==> src/rtl/vx_fpu_lane_sequencer.sv <==
// vx_fpu_lane_sequencer: time-multiplexes lane operands onto fixed-latency PEs and reassembles results
module vx_fpu_lane_sequencer #(
    parameter int NUM_LANES      = 4,
    parameter int NUM_PES        = 1,
    parameter int LATENCY        = 4,
    parameter int DATA_IN_WIDTH  = 36,
    parameter int DATA_OUT_WIDTH = 37,
    parameter int TAG_WIDTH      = 1
) (
    input  logic                                clk,
    input  logic                                resetn,
    input  logic                                valid_in,
    output logic                                ready_in,
    input  logic [NUM_LANES*DATA_IN_WIDTH-1:0]  data_in,
    input  logic [TAG_WIDTH-1:0]                tag_in,
    output logic                                pe_enable,
    output logic [NUM_PES*DATA_IN_WIDTH-1:0]    pe_data_out,
    input  logic [NUM_PES*DATA_OUT_WIDTH-1:0]   pe_data_in,
    output logic                                valid_out,
    output logic [NUM_LANES*DATA_OUT_WIDTH-1:0] data_out,
    output logic [TAG_WIDTH-1:0]                tag_out,
    input  logic                                ready_out
);
    localparam int BATCHES = (NUM_LANES + NUM_PES - 1) / NUM_PES;
    localparam int BW      = BATCHES > 1 ? $clog2(BATCHES) : 1;
    localparam int IW      = NUM_PES * DATA_IN_WIDTH;
    localparam int OW      = NUM_PES * DATA_OUT_WIDTH;
    localparam logic [BW-1:0] LAST = BW'(BATCHES - 1);

    logic [BATCHES*IW-1:0]               lanes_in;
    logic [BW-1:0]                       batch_idx_q, batch_idx_d;
    logic [LATENCY-1:0]                  trk_valid_q, trk_valid_d;
    logic [LATENCY-1:0]                  trk_last_q, trk_last_d;
    logic [BW-1:0]                       trk_idx_q [LATENCY];
    logic [BW-1:0]                       trk_idx_d [LATENCY];
    logic [TAG_WIDTH-1:0]                trk_tag_q [LATENCY];
    logic [TAG_WIDTH-1:0]                trk_tag_d [LATENCY];
    logic [BATCHES*OW-1:0]               buf_q, buf_d;
    logic                                valid_out_q, valid_out_d;
    logic [NUM_LANES*DATA_OUT_WIDTH-1:0] data_out_q, data_out_d;
    logic [TAG_WIDTH-1:0]                tag_out_q, tag_out_d;
    logic                                issue, is_last, exit_any, exit_last;

    always_comb begin
        pe_enable   = !(valid_out_q && !ready_out);
        issue       = valid_in && pe_enable;
        is_last     = batch_idx_q == LAST;
        ready_in    = issue && is_last;
        // lanes past NUM_LANES in the final batch read as zero padding
        lanes_in    = (BATCHES*IW)'(data_in);
        pe_data_out = valid_in ? lanes_in[batch_idx_q*IW +: IW] : '0;
        batch_idx_d = issue ? (is_last ? '0 : batch_idx_q + 1'b1) : batch_idx_q;
        trk_valid_d = trk_valid_q;
        trk_last_d  = trk_last_q;
        trk_idx_d   = trk_idx_q;
        trk_tag_d   = trk_tag_q;
        if (pe_enable) begin
            for (int i = LATENCY - 1; i > 0; i--) begin
                trk_valid_d[i] = trk_valid_q[i-1];
                trk_last_d[i]  = trk_last_q[i-1];
                trk_idx_d[i]   = trk_idx_q[i-1];
                trk_tag_d[i]   = trk_tag_q[i-1];
            end
            trk_valid_d[0] = valid_in;
            trk_last_d[0]  = is_last;
            trk_idx_d[0]   = batch_idx_q;
            trk_tag_d[0]   = is_last ? tag_in : '0;
        end
        // the tracking pipe and the PEs advance together, so the exiting entry matches pe_data_in
        exit_any  = pe_enable && trk_valid_q[LATENCY-1];
        exit_last = exit_any && trk_last_q[LATENCY-1];
        buf_d     = buf_q;
        if (exit_any)
            buf_d[trk_idx_q[LATENCY-1]*OW +: OW] = pe_data_in;
        valid_out_d = exit_last || (valid_out_q && !ready_out);
        data_out_d  = exit_last ? buf_d[NUM_LANES*DATA_OUT_WIDTH-1:0] : data_out_q;
        tag_out_d   = exit_last ? trk_tag_q[LATENCY-1] : tag_out_q;
    end

    always_ff @(posedge clk) begin
        if (!resetn) begin
            batch_idx_q <= '0;
            trk_valid_q <= '0;
            trk_last_q  <= '0;
            trk_idx_q   <= '{default: '0};
            trk_tag_q   <= '{default: '0};
            buf_q       <= '0;
            valid_out_q <= 1'b0;
            data_out_q  <= '0;
            tag_out_q   <= '0;
        end else begin
            batch_idx_q <= batch_idx_d;
            trk_valid_q <= trk_valid_d;
            trk_last_q  <= trk_last_d;
            trk_idx_q   <= trk_idx_d;
            trk_tag_q   <= trk_tag_d;
            buf_q       <= buf_d;
            valid_out_q <= valid_out_d;
            data_out_q  <= data_out_d;
            tag_out_q   <= tag_out_d;
        end
    end

    assign valid_out = valid_out_q;
    assign data_out  = data_out_q;
    assign tag_out   = tag_out_q;
endmodule

==> config.mk <==
export PLATFORM = sky130hd
export DESIGN_NAME = vx_fpu_lane_sequencer
export DESIGN_NICKNAME = d
export VERILOG_FILES = /design/src/rtl/vx_fpu_lane_sequencer.sv
export SDC_FILE = /design/constraint.sdc
export NUM_CORES = 1
export LEC_CHECK = 0
export CORE_ASPECT_RATIO = 0.7
export CORE_MARGIN = 2
export CORE_UTILIZATION = 25
export CTS_BUF_LIST = sky130_fd_sc_hd__clkbuf_4 sky130_fd_sc_hd__clkbuf_8
export CTS_CLUSTER_DIAMETER = 100
export CTS_CLUSTER_SIZE = 25
export DETAILED_ROUTE_END_ITERATION = 12
export HOLD_SLACK_MARGIN = 0.05
export PLACE_DENSITY = 0.47
export SYNTH_ARGS = -nofsm -noshare
export SYNTH_HDL_FRONTEND = slang
export SYNTH_SLANG_ARGS = --single-unit
==> constraint.sdc <==
create_clock -name clk -period 2.8 [get_ports clk]
set_input_delay 0.84 -clock clk [delete_from_list [all_inputs] [get_ports clk]]
set_output_delay 0.84 -clock clk [all_outputs]
set_load 0.005 [all_outputs]
-- Word level (Yosys, flattened, before mapping)
Index checks and enable logic that the tools add are counted.
- flip-flop bits (word level): 320
- input bits: 186
- add/sub/neg operators: 2
- $mul: 2
- equality and inequality tests: 1
- shift-type cells: 3
- muxes and demuxes: 5
- reduce and logical (&&, ||, !) cells: 8
- operators with widths (operator ; number):
    148-bit bitwise mux ; 1
    148-bit 2-to-1 mux ; 1
    37-bit by 34-bit variable shift with 148-bit output, first input constant ; 1
    37-bit by 34-bit variable part select with 148-bit output ; 1
    144-bit by 9-bit variable part select with 36-bit output ; 1
    36-bit 2-to-1 mux ; 1
    8-bit negation with 34-bit output ; 1
    2-bit by 6-bit multiplier with 8-bit output, second input constant ; 1
    2-bit by 4-bit multiplier with 6-bit output, second input constant ; 1
    1-bit logical AND ; 5
    2-bit by 1-bit adder with 2-bit output, second input constant ; 1
    2-bit == test, second input constant ; 1
    1-bit logical NOT ; 2
    2-bit 2-to-1 mux ; 1
    1-bit logical OR ; 1
    1-bit 2-to-1 mux ; 1

-- Depth between registers and ports, before layout
Gate-level depths: netlist (run 1).
- depth in word-level cells: 6
- gate-level depth with buffers: 8
- depth with buffers taken out: 5

-- Least setup slack after synthesis (run 1)
OpenSTA, ideal clock, no wires.
- kind: input -> output
- start point: in ready_out
- end point: out ready_in
- data arrival time: 1.810 ns
- required time: 1.960 ns
- path slack: 0.150 ns
- stages: 6
- path buffers: 3
- path through: nor2b_1 -> buf_2 -> clkinv_1 -> buf_2 -> buf_2 -> and3_1
- cells in the longest elaborated chain, start to end: 5
- ends and longest elaborated chain (element ; line ; RTL):
    start: declaration ; 22 ; input logic ready_out
    1-bit logical NOT ; 45 ; pe_enable = !(valid_out_q && !ready_out);
    1-bit logical AND ; 45 ;
    1-bit logical NOT ; 45 ;
    1-bit logical AND ; 46 ; issue = valid_in && pe_enable;
    1-bit logical AND ; 48 ; ready_in = issue && is_last;
    end: declaration ; 13 ; output logic ready_in,
Every way passes these cells.

-- Worst setup path after layout (run 1)
- start point: in data_in[2]
- end point: out pe_data_out[2]
- cells in the longest elaborated chain, start to end: 2
- ends and longest elaborated chain (element ; line ; RTL):
    start: declaration ; 14 ; input logic [NUM_LANES*DATA_IN_WIDTH-1:0] data_in,
    144-bit by 9-bit variable part select with 36-bit output ; 51 ; pe_data_out = valid_in ? lanes_in[batch_idx_q*IW +: IW] : '0;
    36-bit 2-to-1 mux ; 51 ;
    end: declaration ; 17 ; output logic [NUM_PES*DATA_IN_WIDTH-1:0] pe_data_out,
Every way passes these cells.

==> results.py, run 1 <==
metrics = {
    "outcome": {
        "status": "complete, but fails checks",
        "violations": "setup timing",
    },
    "global_route": {
        "grtUsageTotal_pct": 18.7,
        "grt_overflow": 0,
        "grt_max_degree": 126,
        "grt_pass1_vias": 12500,
        "grt_first_pass_wirelength_um": 80400,
        "antenna_found_initial": 1,
    },
    "logic_synthesis": {
        "ys_warn_count": 0,
        "ys_seq_area_share_pct": 48.6,
        "synth-compound-area-share_pct": 27.7,
        "synth_fa_ha_area_share_pct": 0.569,
        "ys_async_sr_fraction_pct": 0,
        "synth_xor_xnor_area_share_pct": 0,
        "syn_area_mm2": 0.0132,
        "synth.area.mux_share_pct": 6.15,
        "synth-simple-area-share_pct": 11.0,
        "synth_top_area_cell": "dfxtp_1",
        "synth_top_family_by_area": "compound AO/OA/AOI/OAI gates",
        "synth.area.top_cells": "dfxtp_1 49%, a21oi_1 12%, a311oi_1 9.8%",
        "synth_ff_type": "dfxtp_1",
        "yosys-top-cells-count": "320 x a21oi_1, 320 x dfxtp_1, 151 x o21ai_0",
        "synth_edf_count": 0,
        "ys_seq_elements": 320,
        "avgSynthCellArea_um2": 9.34,
        "yosysTopAreaCellShare_pct": 48.6,
        "synth_nets": 1604,
        "yosys.cell_types.count": 25,
        "syn_inst": 1412,
    },
    "final_layout": {
        "area_growth_syn_to_layout_pct": 37.2,
        "fin_area_mm2": 0.0181,
        "fill_cells": 5275,
        "nets": 1896,
        "ff_latch_area_mm2": 0.00641,
        "multi_input_area_mm2": 0.00607,
        "drive_gt1_share_pct": 11.5,
        "n_antenna_cell": 0,
    },
    "sta": {
        "finalCritPeriodShare_pct": 103,
        "setup_viol": 36,
        "grt_setup_unrepaired": "yes",
        "worst_slack_ps": -90.4,
        "fmax_mhz": 346,
        "worst_slew_pin_slew_ps": 694,
        "slew_viol_final": 0,
        "finClkSkew_ps": 30.4,
        "worst_slew_margin_rel_pct": 53.7,
        "min_period_ps": 2890,
        "hold_viol": 0,
    },
    "drt": {
        "dr.first_iter.drc_count": 986,
        "post_drt_wl_per_cell_um": 22.3,
        "dr.pass1.iters": 8,
        "antenna_left": 0,
        "vias": 12900,
        "viasPerCell": 5.40,
        "wirelength_um": 53200,
        "drc": 0,
    },
    "placed_design": {
        "place_area_mm2": 0.0178,
        "port_buffers": 373,
        "dp_hpwl_um": 35000,
        "gp_congestion": 0.955,
        "place_ws_ps": -438,
    },
    "die": {
        "die_h_um": 196,
        "initial_core_util_pct": 25.3,
        "io_pins": 374,
        "core_mm2": 0.0522,
        "row_count": 70,
        "die_x_um": 279,
        "die_area_mm2": 0.0546,
    },
    "job": {
        "max_cap_violations": 0,
    },
    "critical_path": {
        "r2r_setup_slack_ps": 590,
        "worstSetupPathType": "input pin to output port",
        "endpoint_kind": "output port",
        "cp.required_ps": 1960,
        "crit_arrival_ps": 2050,
        "crit_path_start_kind": "input pin",
        "cp_max_fo": 1,
    },
    "cts": {
        "numCtsBuffers": 16,
        "insertion_delay_ps": 590,
        "clock_path_buffers": 3,
        "path_clk_slew_ps": 150,
        "cts_sinks": 320,
        "h-tree-depth": 1,
        "cts-root-buf": "clkbuf_8",
        "cts_tree": "done",
        "cts_hold_buf": 0,
    },
    "pwr": {
        "vdd_drop_max_uv": 228,
        "p_per_area_mw_per_mm2": 410,
        "p_leak_nw": 5.51,
    },
    "min_path": {
        "hold_class": "register to register",
    },
}
## routing by layer
metal | vias up | GRT usage (%) | routed length (um)
li1 | 6030 | - | -
met1 | 6421 | 26.4 | 24700
met2 | 382 | 30.2 | 24700
met3 | 62 | 3.00 | 2760
met4 | 2 | 3.80 | 1030
met5 | - | 0 | 13
## stage by stage
| stage | hold WS (ps) | setup TNS [ps] | power (mW) | instances | util [%] |
|---|---|---|---|---|---|
| floorplan | 432 | 0 | 4.95 | 1412 | - |
| global placement | 440 | -16340 | 5.46 | 2361 | 34.0 |
| detailed placement | 445 | -17260 | 5.46 | 2361 | 34.0 |
| CTS | 464 | -4850 | 7.53 | 2392 | 34.8 |
| global route | 482 | -5030 | 7.70 | 2388 | 34.7 |
| finish | 465 | -1760 | 7.42 | 2388 | 34.7 |
## sequential cells by signal, indices dropped and copies added, names as in the netlist
register and count:
buf_q 148, data_out 148, trk_idx_q 8, trk_last_q 4, trk_tag_q 4, trk_valid_q 4, batch_idx_q 2, tag_out 1
valid_out 1
## report_power, final
group | internal (mW) | switching, mW | leakage (nW)
sequential | 4.57 | 0.00890 | 2.58
combinational | 0.487 | 0.333 | 2.81
clock | 0.561 | 1.46 | 0.122
total | 5.62 | 1.80 | 5.51
## cell families after synthesis
logic type	Yosys count
DFF	320
AOI/OAI and AO/OA	619
adders and majority gates	6
buffers and inverters	183
muxes	36
and+or+nand+nor	248
## final timing paths
kind                                                start                         to  cells past startpoint
worst max register to register  trk_idx_q[1]$_SDFFE_PN0N_  data_out[49]$_SDFFE_PN0P_                      6
worst min-delay path            trk_tag_q[1]$_SDFFE_PN0N_  trk_tag_q[1]$_SDFFE_PN0N_                      2
worst min register to register  trk_tag_q[1]$_SDFFE_PN0N_  trk_tag_q[1]$_SDFFE_PN0N_                      2
worst max-delay path                           data_in[2]             pe_data_out[2]                      4
## cell usage in the layout (no fill, tap or decap), types with 2 or more instances in the layout
cell / count
nand3_1: 3
clkbuf_8: 17
o21ai_0: 151
inv_1: 3
a21oi_1: 320
nand2_1: 44
buf_12: 16
and2_1: 25
nand4_1: 148
a311oi_1: 148
buf_4: 54
nor2_4: 2
clkdlybuf4s50_1: 334
and2_4: 16
nor2b_1: 3
dlygate4sd2_1: 2
buf_6: 22
inv_8: 2
buf_2: 22
mux4_2: 36
dfxtp_1: 319
ha_1: 5
## layout make-up
class | count | share of cell area, %
Inverter | 5 | 0.187
Clock inverter | 1 | 0.0415
Timing Repair Buffer | 452 | 24.8
Clock buffer | 17 | 1.29
Sequential cell | 320 | 35.4
Multi-Input combinational cell | 909 | 33.5
Tap cell | 684 | 4.73
## critical path: stages
cell             delay, ps
clkdlybuf4s50_1        480
mux4_2                 470
and2_4                 150
buf_6                  100
## what timing repair did
item | 4_1_cts | 5_1_grt
cloned | 3 | 0
endpoints found under the setup margin | 38 | 36
setup buffers | 13 | 0
gates resized for setup | 195 | 4
pin swaps | 35 | 0
endpoints found under the hold margin | 0 | 0
Note: power is estimated with default switching activity, not from simulation.
==> run 2, diff against run 1 <==
--- a/config.mk
+++ b/config.mk
@@ -5,7 +5,7 @@
 export SDC_FILE = /design/constraint.sdc
 export NUM_CORES = 1
 export LEC_CHECK = 0
-export CORE_ASPECT_RATIO = 0.7
+export CORE_ASPECT_RATIO = 1.2
 export CORE_MARGIN = 2
 export CORE_UTILIZATION = 25
 export CTS_BUF_LIST = sky130_fd_sc_hd__clkbuf_4 sky130_fd_sc_hd__clkbuf_8
@@ -14,6 +14,7 @@
 export DETAILED_ROUTE_END_ITERATION = 12
 export HOLD_SLACK_MARGIN = 0.05
 export PLACE_DENSITY = 0.47
+export SLEW_MARGIN = 20
 export SYNTH_ARGS = -nofsm -noshare
 export SYNTH_HDL_FRONTEND = slang
 export SYNTH_SLANG_ARGS = --single-unit
==> run 2 against run 1 <==
The flow still finishes with violations (setup timing). Core utilization grew 0.82 points. Global-route usage grew 1.3 points. Via count grew 2.3%. Routed wire length grew 9.0%. Clock power is essentially flat. Cell area grew 2.7%. Register-to-register slack gained 60 ps. Power grew 1.4%. Worst hold slack lost 2.0 ps. Combinational power grew 15%. Sequential share of layout area shrank 0.91 points. Largest cell class unchanged.
==> results.py, run 2 (synthesized netlist as in run 1, its figures left out) <==
metrics = {
    "drt": {
        "post_drt_wl_per_cell_um": 23.9,
        "dr.first_iter.drc_count": 948,
        "antenna_left": 0,
        "vias": 13200,
        "wirelength_um": 58000,
        "dr.pass1.iters": 5,
        "viasPerCell": 5.43,
        "drc": 0,
    },
    "outcome": {
        "status": "complete, but fails checks",
        "violations": "setup timing",
    },
    "critical_path": {
        "crit_path_max_incr_delay_ps": 550,
        "cp_max_fo": 5,
        "crit_start": "batch_idx_q[0]$_SDFFE_PN0P_",
        "endpoint_kind": "output port",
        "crit_cells": 6,
        "r2r_end": "data_out[76]$_SDFFE_PN0P_",
        "crit_arrival_ps": 2210,
        "worstSetupPathType": "register to output port",
        "cp_slowest_cell": "mux4_2",
        "r2r_cells": 6,
        "cp.required_ps": 1960,
        "critPathMostFrequentCell": "buf_12",
        "crit_path_start_kind": "register",
        "critPathBufInv": 4,
        "reg2reg_from": "trk_idx_q[1]$_SDFFE_PN0N_",
        "path_cells": "buf_12 > buf_12 > buf_8 > mux4_2 > and2_4 > buf_6",
        "critical-path-top-delay-family": "multiplexers",
        "r2r_setup_slack_ps": 650,
        "cp-endpoint": "pe_data_out[27]",
    },
    "sta": {
        "finalSetupTns_ps": -4580,
        "grt_setup_unrepaired": "yes",
        "worst_slack_ps": -252,
        "worst_slew_margin_rel_pct": 62.5,
        "hold_viol": 0,
        "slew_viol_final": 0,
        "finalCritPeriodShare_pct": 109,
        "worst_slew_pin_slew_ps": 563,
        "setup_viol": 35,
        "fmax_mhz": 328,
        "finClkSkew_ps": 33.9,
        "min_period_ps": 3050,
    },
    "cts": {
        "cts-root-buf": "clkbuf_8",
        "h-tree-depth": 1,
        "clock_path_buffers": 3,
        "path_clk_slew_ps": 150,
        "cts_tree": "done",
        "insertion_delay_ps": 590,
        "cts_sinks": 320,
        "numCtsBuffers": 16,
        "cts_hold_buf": 0,
    },
    "pwr": {
        "clockPowerShare_pct": 26.6,
        "p_per_area_mw_per_mm2": 405,
        "pwr-share-seq_pct": 60.8,
        "p_leak_nw": 5.82,
        "p_comb_share_pct": 12.5,
        "switching_share_pct": 24.7,
        "design_power_total_mw": 7.53,
        "p_switching_mw": 1.86,
        "vdd_drop_max_uv": 256,
        "p_int_mw": 5.67,
    },
    "min_path": {
        "worstHoldStart": "trk_tag_q[2]$_SDFFE_PN0N_",
        "hold_class": "register to register",
    },
    "final_layout": {
        "final_common_cell": "a21oi_1",
        "nets": 1916,
        "area_growth_syn_to_layout_pct": 40.9,
        "n_antenna_cell": 0,
        "fin_area_mm2": 0.0186,
        "fill_cells": 5342,
        "drive_gt1_share_pct": 13.1,
        "instances_no_fill": 2429,
        "layout_common_cells": "320 x a21oi_1, 318 x dfxtp_1, 305 x clkdlybuf4s50_1",
    },
    "die": {
        "io_pins": 374,
        "die_area_mm2": 0.0546,
        "initial_core_util_pct": 25.2,
        "die_h_um": 256,
        "die_x_um": 214,
        "row_count": 92,
        "core_mm2": 0.0524,
    },
    "global_route": {
        "antenna_found_initial": 0,
        "grt_first_pass_wirelength_um": 83600,
        "grt_overflow": 0,
        "grt_max_degree": 79,
        "grtUsageTotal_pct": 20.0,
        "grt_pass1_vias": 12700,
    },
    "placed_design": {
        "place_ws_ps": -630,
        "port_buffers": 373,
        "place_area_mm2": 0.0180,
        "gp_congestion": 0.762,
        "dp_cells": 2389,
        "dp_hpwl_um": 39700,
    },
    "job": {
        "max_cap_violations": 0,
    },
}
-- run 2: changes by cell type in the layout (fill, tap and decap cells not counted), moves of 14 or more --
cell	previous run	this run
clkdlybuf4s50_1	334	305
buf_6	22	37
buf_2	22	8
dlygate4sd2_1	2	27
buf_12	16	33
-- run 2: repair_timing --
action | 4_1_cts | 5_1_grt
hold endpoints to repair | 0 | 0
setup buffers | 19 | 7
resized for setup | 176 | 35
gates cloned | 3 | 1
pin swaps | 31 | 7
endpoints found under the setup margin | 38 | 37
-- run 2: tightest hold or removal path, stage by stage, from the launching register on --
cell     delay [ps]
dfxtp_1         340
nand2_1          50
a21oi_1          50
-- run 2: power groups by stage --
stage          combinational, mW  clock (mW)  sequential [mW]
2_1_floorplan              0.278           0             4.67
3_3_place_gp               0.848           0             4.68
3_5_place_dp               0.849           0             4.68
4_1_cts                    0.931        2.11             4.58
5_1_grt                    0.984        2.23             4.58
6_report                   0.943        2.00             4.58
-- run 2: stage by stage --
| step | util [%] | hold WS [ps] |
|---|---|---|
| detailed placement | 34.4 | 445 |
| CTS | 35.4 | 465 |
| global route | 35.5 | 492 |
| finish | 35.5 | 463 |
| floorplan | - | 432 |
| global placement | 34.4 | 440 |
-- run 2: worst min path at each step --
stage / end / slack, ps / cells after the start
CTS: trk_tag_q[0]$_SDFFE_PN0N_ / 460 / 2
detailed placement: trk_tag_q[0]$_SDFFE_PN0N_ / 440 / 2
finish: trk_tag_q[2]$_SDFFE_PN0N_ / 460 / 2
global route: trk_valid_q[2]$_SDFFE_PN0N_ / 490 / 2
global placement: trk_valid_q[2]$_SDFFE_PN0N_ / 440 / 2
floorplan: trk_tag_q[0]$_SDFFE_PN0N_ / 430 / 2
-- run 2: area by class of cell --
class                      count  area [um2]  area share [%]
clock buffer                  17         234            1.26
clock inverter                 1        7.51          0.0404
inverter                       5        33.8           0.182
multi-input combinational    909        6080            32.7
sequential                   320        6410            34.5
tap                          705         882            4.75
timing repair buffer         472        4930            26.5
-- run 2: routing by layer --
metal / vias up / part of all wire (%) / routed length, um / GRT usage [%]
li1: 6062 / - / - / -
met1: 6498 / 41 / 23700 / 25.2
met2: 559 / 48 / 27600 / 33.6
met3: 71 / 7.8 / 4510 / 3.98
met4: 0 / 3.6 / 2070 / 7.50
met5: - / 0 / 0 / 0
